==> src/rtl/vram_arbiter.sv <==
// VRAM port arbiter: scanout burst reads have strict priority, host writes fill idle cycles.
// Optional VRAM_ARB_WRITE_SLOT_EN: lets a queued write in after every WRITE_SLOT_PERIOD burst reads.
module vram_arbiter #(
  parameter int ADDR_W            = 16,
  parameter int DATA_W            = 16,
  parameter int BURST_MAX         = 64,
  parameter int LEN_W             = 7,
  parameter int WRITE_SLOT_PERIOD = 8
) (
  input  logic              vram_clk,
  input  logic              reset,
  input  logic              wq_empty,
  input  logic [ADDR_W-1:0] wq_addr,
  input  logic [DATA_W-1:0] wq_data,
  output logic              wq_pop,
  input  logic              fetch_req,
  input  logic [ADDR_W-1:0] fetch_addr,
  input  logic [LEN_W-1:0]  fetch_len,
  output logic              fetch_ack,
  output logic [DATA_W-1:0] fetch_data,
  output logic              fetch_valid,
  output logic              fetch_done,
  output logic [ADDR_W-1:0] ram_addr,
  output logic [DATA_W-1:0] ram_wdata,
  output logic              ram_we,
  output logic              ram_re,
  input  logic [DATA_W-1:0] ram_rdata,
  output logic              busy
);

  typedef enum logic {S_IDLE = 1'b0, S_READ = 1'b1} state_t;

  state_t            r_state, w_next;
  logic [ADDR_W-1:0] r_addr;
  logic [LEN_W-1:0]  r_len;
  logic              r_re_last, r_fv, r_done;
  logic              w_grant_rd, w_grant_zero, w_grant_wr, w_issue, w_slot;
  logic [LEN_W-1:0]  w_len;

  // Oversized requests are clamped to the longest burst the fetcher may ask for.
  assign w_len = (fetch_len > LEN_W'(BURST_MAX)) ? LEN_W'(BURST_MAX) : fetch_len;

`ifdef VRAM_ARB_WRITE_SLOT_EN
  localparam int CNT_W = $clog2(WRITE_SLOT_PERIOD + 1);
  logic [CNT_W-1:0] r_slot_cnt;

  assign w_slot = (r_state == S_READ) && (r_slot_cnt == CNT_W'(WRITE_SLOT_PERIOD)) && !wq_empty;

  // Counts read issues in the current burst; an empty queue at the slot point just restarts the count.
  always_ff @(posedge vram_clk) begin
    if (reset)            r_slot_cnt <= '0;
    else if (w_grant_rd)  r_slot_cnt <= CNT_W'(1);
    else if (w_slot)      r_slot_cnt <= '0;
    else if (w_issue)     r_slot_cnt <= (r_slot_cnt == CNT_W'(WRITE_SLOT_PERIOD)) ? CNT_W'(1)
                                                                                  : r_slot_cnt + CNT_W'(1);
  end
`else
  logic w_unused;
  assign w_slot   = 1'b0;
  assign w_unused = ^WRITE_SLOT_PERIOD;
`endif

  always_ff @(posedge vram_clk) begin
    if (reset) r_state <= S_IDLE;
    else       r_state <= w_next;
  end

  always_comb begin
    w_next = r_state;
    case (r_state)
      S_IDLE: if (w_grant_rd) w_next = S_READ;
      S_READ: if (r_len == '0) w_next = S_IDLE;
      default: w_next = S_IDLE;
    endcase
  end

  // First burst word is issued in the grant cycle so the port is busy exactly in cycles 1..N.
  always_comb begin
    w_grant_rd   = 1'b0;
    w_grant_zero = 1'b0;
    w_grant_wr   = 1'b0;
    w_issue      = 1'b0;
    if (!reset) begin
      case (r_state)
        S_IDLE: begin
          if (fetch_req) begin
            if (w_len != '0) w_grant_rd   = 1'b1;
            else             w_grant_zero = 1'b1;
          end else if (!wq_empty) begin
            w_grant_wr = 1'b1;
          end
        end
        S_READ: begin
          if (w_slot)            w_grant_wr = 1'b1;
          else if (r_len != '0)  w_issue    = 1'b1;
        end
        default: ;
      endcase
    end
  end

  assign fetch_ack = w_grant_rd | w_grant_zero;
  assign wq_pop    = w_grant_wr;

  always_ff @(posedge vram_clk) begin
    if (reset) begin
      ram_addr  <= '0;
      ram_wdata <= '0;
      ram_we    <= 1'b0;
      ram_re    <= 1'b0;
      r_addr    <= '0;
      r_len     <= '0;
      r_re_last <= 1'b0;
      r_fv      <= 1'b0;
      r_done    <= 1'b0;
    end else begin
      ram_we    <= w_grant_wr;
      ram_re    <= w_grant_rd | w_issue;
      r_re_last <= (w_grant_rd && w_len == LEN_W'(1)) || (w_issue && r_len == LEN_W'(1));
      if (w_grant_wr) begin
        ram_addr  <= wq_addr;
        ram_wdata <= wq_data;
      end else if (w_grant_rd) begin
        ram_addr  <= fetch_addr;
      end else if (w_issue) begin
        ram_addr  <= r_addr;
      end
      if (w_grant_rd) begin
        r_addr <= fetch_addr + ADDR_W'(1);
        r_len  <= w_len - LEN_W'(1);
      end else if (w_issue) begin
        r_addr <= r_addr + ADDR_W'(1);
        r_len  <= r_len - LEN_W'(1);
      end
      r_fv   <= ram_re;
      r_done <= (ram_re && r_re_last) || w_grant_zero;
    end
  end

  assign fetch_valid = r_fv;
  assign fetch_done  = r_done;
  assign fetch_data  = r_fv ? ram_rdata : '0;
  assign busy        = (r_state == S_READ);

endmodule

==> config.mk <==
export PLATFORM = sky130hd
export DESIGN_NAME = vram_arbiter
export DESIGN_NICKNAME = d
export VERILOG_FILES = /design/src/rtl/vram_arbiter.sv
export SDC_FILE = /design/constraint.sdc
export NUM_CORES = 1
export LEC_CHECK = 0
export ABC_CLOCK_PERIOD_IN_PS = 3700
export CAP_MARGIN = 40
export CORE_MARGIN = 5
export CORE_UTILIZATION = 44
export CTS_CLUSTER_SIZE = 40
export DETAILED_ROUTE_END_ITERATION = 10
export PLACE_DENSITY = 0.8
export SYNTH_ARGS = -nofsm -noshare
export SYNTH_HDL_FRONTEND = slang
export SYNTH_SLANG_ARGS = --single-unit
==> constraint.sdc <==
create_clock -name vram_clk -period 3.7 [get_ports vram_clk]
set_input_delay 0.37 -clock vram_clk [delete_from_list [all_inputs] [get_ports vram_clk]]
set_output_delay 0.37 -clock vram_clk [all_outputs]
set_load 0.005 [all_outputs]
==> impl_metrics.env <==
export IMPL_hpwlAfterDp_um=8260
export IMPL_grt_use_total=0.226
export IMPL_cts_root_buf="clkbuf_8"
export IMPL_setup_viol=0
export IMPL_max_stage_delay_ps=500
export IMPL_crit_slowest_cell="or4_1"
export IMPL_clockBufferDepth=2
export IMPL_synthTopCellsByArea="dfxtp_1 36%, nand2_1 7.0%, a21oi_1 5.2%"
export IMPL_clock_sinks=61
export IMPL_synth_edff_count=0
export IMPL_ir_drop_uv=199
export IMPL_cts_tree="built"
export IMPL_cp_arrival_ps=3510
export IMPL_tightestPinTransition_ps=720
export IMPL_cts_buffers=9
export IMPL_hold_depth=2
export IMPL_syn_instance_count=411
export IMPL_async_flop_share=0
export IMPL_rsz0062_at_grt="false"
export IMPL_fmax_mhz=310
export IMPL_synth_area_um2=3390
export IMPL_ys_ff_latch=61
export IMPL_syn_to_final_growth_pct=48.2
export IMPL_r2r_end="r_addr[14]"
export IMPL_fp_dieArea_um2=9560
export IMPL_cp_max_fo=6
export IMPL_fin_worst_skew_ps=11.9
export IMPL_via_per_inst=5.55
export IMPL_post_route_cells_drive_above_1_share=0.0936
export IMPL_coreArea_um2=7610
export IMPL_place_congestion=0.921
export IMPL_leakage_nw=1.80
export IMPL_h_tree_depth=3
export IMPL_min_period_ps=3230
export IMPL_crit_type="input port to flip-flop"
export IMPL_nNetsFinal=621
export IMPL_die_w_um=97.8
export IMPL_r2r_worst_path_cells=9
export IMPL_slew_violations=0
export IMPL_ff2ff_setup_slack_ps=690
export IMPL_synth_top_area_share=0.360
export IMPL_overflow=0
export IMPL_holdPathEnd="ram_addr[1]"
export IMPL_grt_pass1_wl_um=17600
export IMPL_finalSetupTns_ps=0
export IMPL_endpoint_kind="flip-flop"
export IMPL_ys_types=60
export IMPL_cp_required_ps=3980
export IMPL_totalPowerFinal_mw=2.06
export IMPL_period_share=0.872
export IMPL_synth_nets=492
export IMPL_yosysSeqAreaShare=0.360
export IMPL_hold_violations=0
export IMPL_synth_main_ff_cell="dfxtp_1"
export IMPL_dieHeight_um=97.8
export IMPL_clkTransAtPathRegs_ps=80
export IMPL_slew_headroom=0.517
export IMPL_grt_pass1_vias=3590
export IMPL_dr_pass1_iters=4
export IMPL_grt_max_degree=56
export IMPL_cp_start_kind="input port"
export IMPL_clock_latency_ps=340
export IMPL_ys_warn_count=0
export IMPL_post_cts_resized=0
export IMPL_antenna_cells=0
export IMPL_start_util=0.446
export IMPL_antenna_found_initial=0
export IMPL_ant_nets=0
export IMPL_boundaryPins=130
export IMPL_drtIter0Drc=243
export IMPL_mostFrequentLayoutCells="128 x clkdlybuf4s50_1, 63 x nand2_1, 61 x dfxtp_1, 35 x a21oi_1, 22 x nor2_1"
export IMPL_num_rows=32
export IMPL_drcViolationCount=0
export IMPL_min_path_type="flip-flop to flip-flop"
export IMPL_powerDensity_nw_per_um2=410
export IMPL_min_from="ram_addr[1]"
export IMPL_drv_cap=0
export IMPL_outcome="finished clean"
export IMPL_wl_um=10900
export IMPL_yosys_area_top_type="dfxtp_1"
export IMPL_r2r_start="busy"
export IMPL_final_common_cell="clkdlybuf4s50_1"
export IMPL_wl_per_cell_um=16.9
export IMPL_cts_setup_buffers=0
export IMPL_synth_area_per_cell_um2=8.25
export IMPL_hold_buffers=0
export IMPL_io_buffers=129
export IMPL_crit_chain="clkdlybuf4s50_1 > nor2b_1 > inv_1 > ha_1 > nor2b_1 > a21oi_4 > mux2_2 > ha_1 > nand4_1 > nor3_1 > mux2i_1 > or4_1 > nand3_1"
export IMPL_vias=3589
-- worst max-delay path: cells and delay by family --
family | cells | cell delay (ps)
AND/OR/NAND/NOR | 6 | 1400
buffers and inverters | 2 | 560
adder cells (fa/ha/maj) | 2 | 500
multiplexers | 2 | 390
AO/OA/AOI/OAI | 1 | 280
-- synthesized netlist by cell type (5+ instances only) --
library cell  number
a21oi_1           35
mux2i_1            7
inv_1             10
nand2_1           63
and2_1            18
clkbuf_1          12
xnor2_1            7
nor3_1            12
nor2_1            22
dfxtp_1           61
nand2b_1           5
a22oi_1           15
nand3_1           16
o21ai_0            7
xor2_1            12
buf_2              8
a211oi_1          11
ha_1               6
nand4_1            6
mux2_2            12
-- flip-flops by register name, summed over array words and instances (netlist names) --
register,cells
r_addr,16
ram_addr,16
ram_wdata,16
r_len,7
busy,1
fetch_done,1
fetch_valid,1
r_re_last,1
ram_re,1
ram_we,1
-- metal layers --
| metal | up-vias | global-route usage | wire (um) |
|---|---|---|---|
| li1 | 1736 | - | - |
| met1 | 1667 | 0.271 | 4510 |
| met2 | 158 | 0.374 | 5240 |
| met3 | 28 | 0.0586 | 841 |
| met4 | 0 | 0.117 | 332 |
| met5 | - | 0 | 0 |
-- cell type report --
type / count / area (um2)
fillers: 622 / 2580
multi-input cells: 315 / 2020
repair buffers: 141 / 1380
flip-flops and latches: 61 / 1220
clock buffers: 10 / 128
well taps: 102 / 128
clock inverters: 6 / 111
inverters: 12 / 45.0
-- cell families after synthesis --
family          count (synthesis)  synth area share
simple gates                  172             0.261
compound gates                 99             0.202
flops                          61             0.360
buf+inv                        35            0.0450
xor+xnor                       19            0.0491
mux                            19            0.0605
fa+ha+maj                       6            0.0221
-- how the worst max path moves through the flow --
stage,from,end,slack (ps),depth (start not counted)
after floorplan,fetch_len[6],r_addr[14],540,14
after global placement,fetch_len[0],r_addr[14],330,13
after detailed placement,fetch_len[0],r_addr[14],200,13
after CTS,fetch_len[0],r_addr[14],510,13
after global routing,fetch_len[0],r_addr[14],270,13
final,fetch_len[0],r_addr[14],470,13
-- power breakdown --
part / internal (mW) / switching, mW / total (mW)
Combinational: 0.292 / 0.269 / 0.561
Sequential: 0.719 / 0.0602 / 0.779
Clock: 0.448 / 0.275 / 0.723
Total: 1.46 / 0.605 / 2.06
-- through the flow --
step                area, um2  setup slack, ps  hold slack, ps  utilization  cells
global placement         4790              332             429        0.629    631
floorplan                3390              544             419            -    411
CTS                      5030              511             457        0.661    647
global route             5030              270             472        0.661    647
detailed placement       4790              202             448        0.629    631
finish                   5030              472             452        0.661    647
Power figures use the tool's default switching activity.
